File: src/rtl/countdown_ctrl.sv
// countdown_ctrl: keypad-driven BCD preset entry, 1 Hz countdown and timed alarm sequencer
module countdown_ctrl #(
    parameter int NDIG        = 4,
    parameter int ALARM_TICKS = 5
) (
    input  logic                clk,
    input  logic                rst,
    input  logic                tick,
    input  logic                keydown_start,
    input  logic                keydown_confirm,
    input  logic                keydown_clear,
    input  logic                keydown_num,
    input  logic [3:0]          num,
    output logic [4*NDIG-1:0]   digits,
    output logic [2:0]          state,
    output logic                running,
    output logic                alarm,
    output logic                done
);
    localparam int CW = $clog2(NDIG + 1);
    localparam int TW = $clog2(ALARM_TICKS + 1);

    typedef enum logic [2:0] {
        IDLE  = 3'd0,
        ENTRY = 3'd1,
        ARMED = 3'd2,
        RUN   = 3'd3,
        PAUSE = 3'd4,
        ALARM = 3'd5
    } state_t;

    state_t             st;
    logic [4*NDIG-1:0]  preset;
    logic [4*NDIG-1:0]  dec;
    logic [CW-1:0]      cnt;
    logic [TW-1:0]      timer;
    logic               borrow;
    logic               any_key;

    assign state   = st;
    assign any_key = keydown_start | keydown_confirm | keydown_clear | keydown_num;

    // BCD decrement: a zero digit wraps to 9 and passes the borrow upward
    always_comb begin
        dec    = digits;
        borrow = 1'b1;
        for (int i = 0; i < NDIG; i++) begin
            if (borrow) begin
                if (digits[4*i +: 4] == 4'd0) begin
                    dec[4*i +: 4] = 4'd9;
                end else begin
                    dec[4*i +: 4] = digits[4*i +: 4] - 4'd1;
                    borrow        = 1'b0;
                end
            end
        end
    end

    // Sequencer: state plus all registered outputs; running/alarm follow the next state
    always_ff @(posedge clk) begin
        if (rst) begin
            st      <= IDLE;
            digits  <= '0;
            preset  <= '0;
            cnt     <= '0;
            timer   <= '0;
            running <= 1'b0;
            alarm   <= 1'b0;
            done    <= 1'b0;
        end else begin
            done <= 1'b0;
            case (st)
                IDLE: begin
                    if (keydown_num) begin
                        digits <= {{(4*NDIG-4){1'b0}}, num};
                        cnt    <= CW'(1);
                        st     <= ENTRY;
                    end else if (keydown_confirm && preset != '0) begin
                        digits <= preset;
                        st     <= ARMED;
                    end
                end
                ENTRY: begin
                    if (keydown_num) begin
                        if (cnt < CW'(NDIG)) begin
                            digits <= {digits[4*NDIG-5:0], num};
                            cnt    <= cnt + CW'(1);
                        end
                    end else if (keydown_confirm) begin
                        cnt <= '0;
                        if (digits != '0) begin
                            preset <= digits;
                            st     <= ARMED;
                        end else begin
                            st <= IDLE;
                        end
                    end else if (keydown_clear) begin
                        digits <= '0;
                        cnt    <= '0;
                        st     <= IDLE;
                    end
                end
                ARMED: begin
                    if (keydown_start) begin
                        st      <= RUN;
                        running <= 1'b1;
                    end else if (keydown_clear) begin
                        digits <= '0;
                        st     <= IDLE;
                    end
                end
                RUN: begin
                    if (keydown_clear) begin
                        digits  <= '0;
                        st      <= IDLE;
                        running <= 1'b0;
                    end else if (keydown_start) begin
                        st      <= PAUSE;
                        running <= 1'b0;
                    end else if (tick && digits != '0) begin
                        digits <= dec;
                        if (dec == '0) begin
                            st      <= ALARM;
                            running <= 1'b0;
                            alarm   <= 1'b1;
                            done    <= 1'b1;
                            timer   <= TW'(ALARM_TICKS);
                        end
                    end
                end
                PAUSE: begin
                    if (keydown_start) begin
                        st      <= RUN;
                        running <= 1'b1;
                    end else if (keydown_clear) begin
                        digits <= '0;
                        st     <= IDLE;
                    end
                end
                ALARM: begin
                    if (any_key) begin
                        timer <= '0;
                        st    <= IDLE;
                        alarm <= 1'b0;
                    end else if (tick) begin
                        timer <= timer - TW'(1);
                        if (timer <= TW'(1)) begin
                            st    <= IDLE;
                            alarm <= 1'b0;
                        end
                    end
                end
                default: begin
                    st      <= IDLE;
                    running <= 1'b0;
                    alarm   <= 1'b0;
                end
            endcase
        end
    end
endmodule

File: config.mk
export PLATFORM = sky130hd
export DESIGN_NAME = countdown_ctrl
export DESIGN_NICKNAME = d
export VERILOG_FILES = /design/src/rtl/countdown_ctrl.sv
export SDC_FILE = /design/constraint.sdc
export NUM_CORES = 1
export LEC_CHECK = 0
export BUFFER_PORTS_ARGS = -buffer_cell sky130_fd_sc_hd__buf_2
export CELL_PAD_IN_SITES_DETAIL_PLACEMENT = 0
export CELL_PAD_IN_SITES_GLOBAL_PLACEMENT = 2
export CORE_ASPECT_RATIO = 1.75
export CORE_MARGIN = 5
export CORE_UTILIZATION = 25
export CTS_CLUSTER_SIZE = 24
export DETAILED_ROUTE_END_ITERATION = 16
export PLACE_DENSITY_LB_ADDON = 0.08
export SLEW_MARGIN = 10
export SYNTH_ARGS = -nofsm -noshare
export SYNTH_HDL_FRONTEND = slang
export SYNTH_SLANG_ARGS = --single-unit
File: constraint.sdc
create_clock -name clk -period 6.82 [get_ports clk]
set_input_delay 1.023 -clock clk [delete_from_list [all_inputs] [get_ports clk]]
set_output_delay 1.023 -clock clk [all_outputs]
set_load 0.03 [all_outputs]
==> results_tabular.tex <==
\begin{tabular}{lr}
\hline
Metric & Value \\
\hline
\multicolumn{2}{l}{\textbf{Outcome}} \\
Result of the run & completed \\
\multicolumn{2}{l}{\textbf{Worst setup path}} \\
Maximum fanout encountered on the critical timing path & 15 \\
Required time of the critical path & 6.97 ns \\
Arrival time at the worst endpoint & 3.45 ns \\
Reg2Reg Setup Slack & approximately 3.5 ns \\
Worst Setup End Kind & register \\
Sort of element at the start of the critical path & register \\
Terminus of the critical flop-to-flop path & digits[15]\$\_SDFFE\_PP0P\_ \\
Number of cells traversed by the worst register-to-register path & 7 \\
Type of the worst setup path & reg -> reg \\
Launching element of the worst setup path & digits[1]\$\_SDFFE\_PP0P\_ \\
Startpoint of the most critical register-to-register path & digits[1]\$\_SDFFE\_PP0P\_ \\
\multicolumn{2}{l}{\textbf{Detailed routing}} \\
Remaining number of nets flagged by the antenna check after routing & 0 \\
Vias per std cell & 5.87 \\
Total number of vias & between 3000 and 4000 \\
First-pass iteration count of the detailed router & 5 \\
Routed WL per cell & roughly 23 um \\
Routed Wire Length & between 10000 and 15000 um \\
Iteration-0 DRC Markers & 201 \\
Post-detailed-route DRC marker count & 0 \\
\multicolumn{2}{l}{\textbf{STA}} \\
RSZ-0062 raised after global routing & false \\
Worst hold margin & around 0.46 ns \\
Final setup slack of the worst path & roughly 3.5 ns \\
Setup Skew & between 0.007 and 0.008 ns \\
Maximum clock frequency & between 300 and 400 MHz \\
Final period util & around half \\
Minimum period implied by the final worst setup slack & $\sim$3.3 ns \\
Tightest slew margin relative to the limit & around a quarter \\
Measured slew at the worst slew-check pin & approximately 1.1 ns \\
Max-slew violation total from the final report & 0 \\
Setup TNS Final & 0 ns \\
Total of endpoints with negative setup slack in the final report & 0 \\
Final Hold Viols & 0 \\
\multicolumn{2}{l}{\textbf{Logic synthesis}} \\
Fraction of registers with async set or reset after synthesis & 0\% \\
Mean cell area of the mapped netlist & between 8 and 9 um2 \\
Post-synth EDFFs & 0 \\
Synth Flop Type & sky130\_fd\_sc\_hd\_\_dfxtp\_1 \\
Yosys Warn Count & 0 \\
Gate count of the mapped netlist & 370 \\
Sequential share of the synthesized area & 29.6\% \\
Flop and latch count out of synthesis & 44 \\
Net count after synthesis & slightly below 400 \\
Unique masters post-synth & 70 \\
Netlist Area Pre-Place & 2970 um2 \\
\multicolumn{2}{l}{\textbf{Clock tree}} \\
Clock edge transition at the registers on the reported setup and hold paths & around 0.070 ns \\
Clk buf depth & 2 \\
CTS Root Cell & sky130\_fd\_sc\_hd\_\_clkbuf\_16 \\
Number of H-tree levels & 2 \\
Skew-Pair Late Insertion Delay & 0.29 ns \\
CTS Hold Bufs & 0 \\
CTS tree & built \\
Number of cells upsized or downsized after cts & 0 \\
TritonCTS Buffers & 5 \\
Number of setup buffers added after CTS & 0 \\
TritonCTS Sinks & 44 \\
\multicolumn{2}{l}{\textbf{Placement}} \\
Number of placed cells counting well taps & about 510 \\
Pre-CTS worst setup slack & 3.51 ns \\
Hpwl dp & between 9000 and 10000 um \\
Count of port buffers added during placement & 32 \\
Gp weighted congestion & 0.775 \\
\multicolumn{2}{l}{\textbf{Cells and area}} \\
Layout cell share with drive strength beyond 1 & between 10 and 15\% \\
Antenna Cells & 0 \\
Most common cell after layout, fill and taps aside & sky130\_fd\_sc\_hd\_\_dfxtp\_1 \\
Area occupied by registers & 881 um2 \\
Total area of multi-input combinational cells & 1870 um2 \\
Growth of design area from synthesis to finish & 12.4\% \\
Number of nets in the finished design & roughly 400 \\
Leading cell types in the layout, fill and taps excluded & sky130\_fd\_sc\_hd\_\_dfxtp\_1 (44), sky130\_fd\_sc\_hd\_\_buf\_2 (32), sky130\_fd\_sc\_hd\_\_nor2\_1 (29), sky130\_fd\_sc\_hd\_\_inv\_1 (23), sky130\_fd\_sc\_hd\_\_nand2\_1 (22) \\
Number of non-filler instances in the completed layout & 518 \\
Fill cells & $\sim$1300 \\
\multicolumn{2}{l}{\textbf{Worst hold path}} \\
Destination of the worst hold path & cnt[1]\$\_SDFFE\_PP0P\_ \\
Worst hold path cell count & 2 \\
Class of the tightest hold or removal check & reg -> reg \\
Hold path startpoint & cnt[1]\$\_SDFFE\_PP0P\_ \\
\multicolumn{2}{l}{\textbf{Pwr}} \\
Combinational group share of total power & a little under a quarter \\
Total power divided by cell area & between 200 and 250 nW/um2 \\
NetSw & approximately 230 uW \\
Total power consumption of the routed design & around 700 uW \\
Switching power share of the total & around a third \\
Relative contribution of sequential cells to total power & slightly above 40\% \\
Clock group share of total power & 37.0\% \\
Int Power & roughly 470 uW \\
Static leakage & roughly 0.0012 uW \\
Maximum ir drop on the vdd rail & about 0.096 mV \\
\multicolumn{2}{l}{\textbf{GRT}} \\
Global-route wire length before repair & 18900 um \\
Number of antenna violations at the first check in global routing & 0 \\
Largest net degree at the start of global routing & between 40 and 50 \\
Total overflow reported by the global router & 0 \\
Vias in the first global route & about 3000 \\
Global-route usage over all layers & $\sim$18\% \\
\multicolumn{2}{l}{\textbf{Die}} \\
Die ar. & between 10000 and 15000 um2 \\
Floorplan die height & $\sim$150 um \\
Width of the die & 92.4 um \\
Initial Util & around a quarter \\
IO Count & 33 \\
Area of the core region & between 10000 and 15000 um2 \\
Number of placement rows & 52 \\
\multicolumn{2}{l}{\textbf{Flow run}} \\
\# Max-Cap Violations & 0 \\
\hline
\end{tabular}
[power groups by stage]
stage	logic (uW)	registers, uW	clock network [uW]
floorplan	113	287	0
CTS	159	284	269
global placement	160	290	0
finish	159	284	260
detailed placement	159	290	0
global route	175	287	276
[cell usage after synthesis, drive strengths merged (5+ instances only)]
master / count / area, um2
o32ai: 13 / 114
a22o: 5 / 43.8
a222oi: 5 / 50.1
or3: 5 / 31.3
nor2: 29 / 109
dfxtp: 44 / 881
nand2: 22 / 82.6
a31oi: 9 / 56.3
o211ai: 6 / 50.1
nor4: 11 / 81.3
inv: 23 / 86.3
nand4: 5 / 31.3
o21ai: 22 / 125
ha: 5 / 62.6
clkbuf: 22 / 83.8
mux2i: 14 / 140
nor3: 11 / 55.1
a21oi: 18 / 90.1
o21a: 5 / 37.5
buf: 7 / 57.6
nand3: 6 / 30.0
nor3b: 7 / 52.6
a211oi: 6 / 50.1
[registers in the layout (all words and copies together), names as in the netlist]
signal and cells:
digits 16, preset 16, cnt 3, state 3, timer 3, alarm 1, done 1, running 1
[logic make-up (layout without fill, tap and decap cells)]
kind of cell,count (synthesis),count (layout),synth area share [%]
buffers and inverters,52,65,7.66
and+or+nand+nor,126,126,23.6
DFF,44,44,29.6
muxes,15,15,5.09
xor gates and xnor gates,1,1,0.295
AOI/OAI and AO/OA,127,127,31.7
adders and majority gates,5,5,2.10
[worst max path at each step]
stage                                         end  cells after the start
after floorplan           preset[10]$_SDFFE_PP0P_                     11
after global placement    digits[14]$_SDFFE_PP0P_                      7
after detailed placement  digits[15]$_SDFFE_PP0P_                      7
after CTS                 digits[15]$_SDFFE_PP0P_                      7
after global routing      digits[15]$_SDFFE_PP0P_                      7
final                     digits[15]$_SDFFE_PP0P_                      7
[stage by stage]
step	cell area, um2	utilization (%)
after floorplan	2970	-
after global placement	3190	27.4
after detailed placement	3190	27.4
after CTS	3340	28.7
after global routing	3340	28.7
final	3340	28.7
[final cells by class]
| type | count | share of cell area [%] |
|---|---|---|
| well taps | 135 | 5.05 |
| repair buffers | 35 | 5.47 |
| inverters | 23 | 2.58 |
| multi-input cells | 274 | 56.0 |
| clock buffers | 7 | 4.57 |
| flip-flops and latches | 44 | 26.4 |
[metal layers]
metal | wire length, um | global-route usage, % | vias to the layer above
li1 | - | - | 1460
met1 | 4690 | 19.1 | 1487
met2 | 6590 | 33.4 | 75
met3 | 341 | 2.04 | 20
met4 | 522 | 7.23 | 0
met5 | 0 | 0 | -
[worst max-delay path: stages, from the launching register on]
cell                       delay, ns
sky130_fd_sc_hd__dfxtp_1        0.41
sky130_fd_sc_hd__inv_1          0.16
sky130_fd_sc_hd__ha_1           0.32
sky130_fd_sc_hd__or3b_1         0.52
sky130_fd_sc_hd__or4_1          0.67
sky130_fd_sc_hd__o21a_1         0.28
sky130_fd_sc_hd__o211ai_2       0.61
sky130_fd_sc_hd__o21ai_0        0.18
No activity file was read; power rests on OpenSTA's default activity.
